[config.mk]
export PLATFORM = sky130hd
export DESIGN_NAME = rs_stream_syndrome
export DESIGN_NICKNAME = d
export VERILOG_FILES = /design/src/rtl/rs_stream_syndrome.sv
export SDC_FILE = /design/constraint.sdc
export NUM_CORES = 2
export LEC_CHECK = 0
export CORE_MARGIN = 2
export CORE_UTILIZATION = 35
export CTS_CLUSTER_DIAMETER = 120
export DETAILED_ROUTE_END_ITERATION = 6
export GPL_TIMING_DRIVEN = 1
export PLACE_DENSITY = 0.53
export SYNTH_ARGS = -nofsm -noshare
export SYNTH_HDL_FRONTEND = slang
export SYNTH_SLANG_ARGS = --single-unit
[constraint.sdc]
create_clock -name clk -period 9 [get_ports clk]
set_input_delay 2.25 -clock clk [delete_from_list [all_inputs] [get_ports clk]]
set_output_delay 2.25 -clock clk [all_outputs]
set_load 0.1 [all_outputs]
[src/rtl/rs_stream_syndrome.sv]
// rs_stream_syndrome
//
// Streaming Reed-Solomon syndrome stage over GF(2^8). It takes a received
// codeword one byte per valid/ready handshake, highest-degree coefficient
// first, and builds all NSYM = 2*MAX_ERRORS syndromes by Horner evaluation at
// the roots r_j = first_root * generator^j. A single combinational GF
// multiplier is shared over the syndrome index j, so each accepted byte costs
// NSYM update cycles.
//
// Ports:
//   clk, rst       clock, synchronous active-high reset
//   start          one-cycle request, sampled only in IDLE
//   block_length   bytes per codeword (0 means 256)
//   generator      primitive element alpha
//   first_root     alpha^fcr, the root for S_0
//   irreducible    field polynomial (bit 8 set, bits 7:0 are the reduction mask)
//   in_valid/in_data/in_ready   byte stream handshake
//   busy           high in every state except IDLE
//   done           one-cycle pulse, syndromes are final
//   syndromes      S_j at bits [8j+7:8j]
//   all_zero       every S_j is zero; valid from done until the next start

module rs_stream_syndrome #(
    parameter int unsigned MAX_ERRORS = 16
) (
    input  logic                      clk,
    input  logic                      rst,
    input  logic                      start,
    input  logic [7:0]                block_length,
    input  logic [7:0]                generator,
    input  logic [7:0]                first_root,
    input  logic [8:0]                irreducible,
    input  logic                      in_valid,
    input  logic [7:0]                in_data,
    output logic                      in_ready,
    output logic                      busy,
    output logic                      done,
    output logic [8*2*MAX_ERRORS-1:0] syndromes,
    output logic                      all_zero
);

    localparam int unsigned NSYM = 2 * MAX_ERRORS;
    localparam int unsigned JW   = (NSYM > 1) ? $clog2(NSYM) : 1;

    localparam logic [JW-1:0] JLast = JW'(NSYM - 1);

    localparam logic [2:0] StIdle   = 3'd0;
    localparam logic [2:0] StInit   = 3'd1;
    localparam logic [2:0] StAccept = 3'd2;
    localparam logic [2:0] StUpdate = 3'd3;
    localparam logic [2:0] StDone   = 3'd4;

    // Shift-and-add GF(2^8) product; the running multiplicand is reduced by
    // the mask whenever a doubling carries out of bit 7.
    function automatic logic [7:0] gf_mul(input logic [7:0] a, input logic [7:0] b,
                                          input logic [7:0] mask);
        logic [7:0] acc;
        logic [7:0] sh;
        acc = 8'h00;
        sh  = a;
        for (int i = 0; i < 8; i++) begin
            if (b[i]) begin
                acc = acc ^ sh;
            end
            sh = sh[7] ? ({sh[6:0], 1'b0} ^ mask) : {sh[6:0], 1'b0};
        end
        return acc;
    endfunction

    logic [2:0]    state_q, state_d;
    logic [JW-1:0] j_q, j_d;
    logic [8:0]    remaining_q, remaining_d;
    logic [7:0]    gen_q, gen_d;
    logic [7:0]    first_q, first_d;
    logic [7:0]    poly_q, poly_d;
    logic [7:0]    byte_q, byte_d;
    logic          all_zero_q, all_zero_d;
    logic [7:0]    roots_q [NSYM];
    logic [7:0]    roots_d [NSYM];
    logic [7:0]    synd_q  [NSYM];
    logic [7:0]    synd_d  [NSYM];

    logic [JW-1:0] j_prev;
    logic [7:0]    mul_a, mul_b, mul_p;
    logic          any_nonzero;

    // Only the reduction mask is used; bit 8 is implied by the field size.
    logic unused_irr_msb;
    assign unused_irr_msb = irreducible[8];

    assign j_prev = j_q - JW'(1);

    // Operand select for the one shared multiplier: INIT chains the roots,
    // UPDATE performs the Horner step S_j * r_j.
    always_comb begin
        mul_a = synd_q[j_q];
        mul_b = roots_q[j_q];
        if (state_q == StInit) begin
            mul_a = roots_q[j_prev];
            mul_b = gen_q;
        end
    end

    assign mul_p = gf_mul(mul_a, mul_b, poly_q);

    always_comb begin
        state_d     = state_q;
        j_d         = j_q;
        remaining_d = remaining_q;
        gen_d       = gen_q;
        first_d     = first_q;
        poly_d      = poly_q;
        byte_d      = byte_q;
        all_zero_d  = all_zero_q;
        roots_d     = roots_q;
        synd_d      = synd_q;
        any_nonzero = 1'b0;

        case (state_q)
            StIdle: begin
                if (start) begin
                    gen_d       = generator;
                    first_d     = first_root;
                    poly_d      = irreducible[7:0];
                    remaining_d = (block_length == 8'd0) ? 9'd256 : {1'b0, block_length};
                    j_d         = '0;
                    all_zero_d  = 1'b0;
                    state_d     = StInit;
                end
            end

            StInit: begin
                roots_d[j_q] = (j_q == '0) ? first_q : mul_p;
                synd_d[j_q]  = 8'h00;
                if (j_q == JLast) begin
                    j_d     = '0;
                    state_d = StAccept;
                end else begin
                    j_d = j_q + JW'(1);
                end
            end

            StAccept: begin
                if (in_valid) begin
                    byte_d = in_data;
                    if (remaining_q != 9'd0) begin
                        remaining_d = remaining_q - 9'd1;
                    end
                    j_d     = '0;
                    state_d = StUpdate;
                end
            end

            StUpdate: begin
                synd_d[j_q] = mul_p ^ byte_q;
                if (j_q == JLast) begin
                    j_d = '0;
                    if (remaining_q == 9'd0) begin
                        // Flag is taken from the final values written this cycle.
                        for (int k = 0; k < NSYM; k++) begin
                            any_nonzero = any_nonzero | (synd_d[k] != 8'h00);
                        end
                        all_zero_d = ~any_nonzero;
                        state_d    = StDone;
                    end else begin
                        state_d = StAccept;
                    end
                end else begin
                    j_d = j_q + JW'(1);
                end
            end

            StDone: begin
                state_d = StIdle;
            end

            default: begin
                state_d = StIdle;
            end
        endcase
    end

    always_ff @(posedge clk) begin
        if (rst) begin
            state_q     <= StIdle;
            j_q         <= '0;
            remaining_q <= 9'd0;
            gen_q       <= 8'h00;
            first_q     <= 8'h00;
            poly_q      <= 8'h00;
            byte_q      <= 8'h00;
            all_zero_q  <= 1'b0;
            for (int k = 0; k < NSYM; k++) begin
                roots_q[k] <= 8'h00;
                synd_q[k]  <= 8'h00;
            end
        end else begin
            state_q     <= state_d;
            j_q         <= j_d;
            remaining_q <= remaining_d;
            gen_q       <= gen_d;
            first_q     <= first_d;
            poly_q      <= poly_d;
            byte_q      <= byte_d;
            all_zero_q  <= all_zero_d;
            for (int k = 0; k < NSYM; k++) begin
                roots_q[k] <= roots_d[k];
                synd_q[k]  <= synd_d[k];
            end
        end
    end

    always_comb begin
        syndromes = '0;
        for (int k = 0; k < NSYM; k++) begin
            syndromes[8*k +: 8] = synd_q[k];
        end
    end

    assign in_ready = (state_q == StAccept);
    assign busy     = (state_q != StIdle);
    assign done     = (state_q == StDone);
    assign all_zero = all_zero_q;

endmodule
==> metrics.txt <==
Synth async-reset ratio=0%; syn nets=3,830; vias in the first global route=28.7k; required time worst endpoint=9560 ps; first-pass GRT wire length=205,000 um; GRT overflow=0; CTS resizes=0; H-tree depth=3; cell depth of the worst min-delay path=2; Floorplan Core Area=89,700 um^2; critical path capture point type=flip-flop; hold_buf cts=0; top_reg_cell synth=dfxtp_1; Slew HR=12.2%; M1 WL=57,800 um; Via density=6.07; multi-input combinational cell area=18,800 um^2; routed wl met2=64,600 um; setup bufs post-CTS=0; antenna violations before repair=3; post-synthesis cell count=3,779; die width=304 um; unrepaired setup endpoints after global routing=false; Worst-path clk slew=60 ps; TritonCTS clock tree=yes; final setup violation count=0; Rows=110; hold_ws=457 ps; GR Util All Layers=29.3%; Max Fanout on Critical Path=32; Netlist cell types=106; IO Count=305; Post-Syn Area=31,600 um^2; DP HPWL=102,000 um; CTS Root Cell=clkbuf_16; drt total wl=141,000 um; P&R area growth vs syn=19.8%; max-slew violation count=0; WL per Instance=27.3 um; number of synthesized register bits=562; Worst Path Arrival=8890 ps; FILL cells=9,004; Mapped Avg Cell Area=8.36 um^2; Startpoint Class=flip-flop; sequential fraction of the synthesis area=35.6%; Iteration-0 DRC Markers=4,069; port buffer count=303; Slew @ Worst Pin=1300 ps; # nets final=4,012; total die area=92,700 um^2; DRC Markers=0; HP Class=reg2reg; routed vias=31.4k; Worst Skew=46.8 ps; status=completed; CTS max path bufs=3; Setup TNS=0 ps; Starting Density=35.2%; Clock Latency Late Sink=650 ps; Reg area=11,300 um^2; Final ANT Viol Nets=0; CTS Buf Count=67; Static Leak=11.9 nW; metal3 WL=13,700 um; R2R depth=21; Die Span Y=304 um; f_max=120 MHz; top layer in use=met5; final hold viol count=0; drt pass-1 iters=6; total power=0.00601 W; EDFF count, synth=0; Setup Crit Path Kind=reg2reg; power per cell area=159 nW/um^2; share of layout cells above drive strength 1=12.3%; Ys Warns=0; Clock Sinks=562; post-layout min period=8330 ps; period utilization=92.6%; Max VDD drop=126 uV; RD Place Congestion=0.968; Max-cap violations=0; largest net degree at the start of global routing=185
-- per-layer routing --
metal  track usage, %  vias up
met5                0        -
met2             46.1     1649
met1             39.8    15600
li1                 -    13900
met3             6.19      268
met4             10.5        2
-- synth_stat cells, drive strengths merged, types with 13 or more instances --
cell     instances  area (um^2)
a2111oi         14          174
a211oi          55          423
a21oi          494         2480
a22oi          129          968
and2            20          125
and3            18          113
buf            116          806
clkbuf         183          687
dfxtp          562        11300
inv             21         78.8
mux2i           53          543
mux4           187         4220
nand2         1005         3780
nand2b          17          106
nand3           38          195
nand4           22          138
nor2           303         1150
nor2b           19          119
nor3            70          373
nor4            56          378
o21ai           71          355
o22ai           37          238
or3             14         87.6
or4             17          131
xnor2           66          616
xnor3           15          340
xor2            13          136
-- state kept, by name, indices dropped and copies added, names as in the netlist --
register,flops
syndromes,256
remaining_q,9
state_q,3
all_zero,1
j_q,5
gen_q,8
roots_q,256
byte_q,8
first_q,8
poly_q,8
-- worst max-delay path, stage by stage (launching register included) --
cell and delay [ps]:
dfxtp_4 620, inv_2 270, ha_4 630, buf_4 290, mux4_2 380, mux4_2 540, o21ai_1 220, o2bb2ai_4 260
a21o_1 390, nand2_2 270, xnor3_1 500, o2111a_1 360, nor4_2 410, xnor3_1 330, and3_1 310, nor3_1 270
mux2_2 410, xnor2_1 310, xor2_1 160, nor2_4 900, a22oi_1 160, nor2_1 170
-- area by class of cell --
class,count,area share (%)
sequential,562,29.8
timing repair buffer,412,10.5
antenna,1,0.00661
tap,1176,3.89
clock inverter,22,0.787
clock buffer,91,5.04
inverter,23,0.228
multi-input combinational,2895,49.8
-- cells by family after synthesis --
kind of cell    synth area share (%)
compound gates                  18.0
simple gates                    21.9
flops                           35.6
fa+ha+maj                      0.238
mux                             15.4
xor+xnor                        3.77
buf+inv                         5.00
-- stage by stage --
step	instance area (um^2)	utilization (%)	instances	setup slack (ps)
detailed placement	35600	39.7	5068	889
CTS	37800	42.2	5181	883
global placement	35600	39.7	5068	1020
global route	37800	42.2	5181	397
finish	37800	42.2	5182	667
floorplan	31600	-	3779	2380
-- cells in the final DEF (no fill, tap or decap), types with 10 or more instances in the layout --
cell and instances:
o22ai_1 36, nand2b_1 17, dfxtp_1 557, nor2b_1 13
or3_1 14, o21ai_0 61, and2_1 17, mux2i_1 51
xnor2_1 61, a21oi_1 489, nand2_1 1002, nor4_1 53
clkbuf_16 68, mux4_2 186, clkbuf_8 12, or4_1 16
nor3_1 67, inv_1 19, xnor3_1 13, a22oi_1 129
a211oi_1 53, nand3_1 37, mux2_2 10, nor2_1 295
xor2_1 10, and3_1 18, clkdlybuf4s50_1 302, clkbuf_1 11
buf_4 100, nand4_1 22
-- worst paths after layout --
| kind | from | to | slack [ps] |
|---|---|---|---|
| max | j_q[0] | syndromes[39] | 670 |
| min | gen_q[4] | gen_q[4] | 460 |
| max reg2reg | j_q[0] | syndromes[39] | 670 |
| min reg2reg | gen_q[4] | gen_q[4] | 460 |
-- power by group --
| group | switching (W) | internal (W) |
|---|---|---|
| Combinational | 0.000461 | 0.000223 |
| Clock | 0.00118 | 0.00162 |
| Sequential | 0.0000248 | 0.00250 |
| Total | 0.00167 | 0.00434 |
No activity file was read; power rests on OpenSTA's default activity.
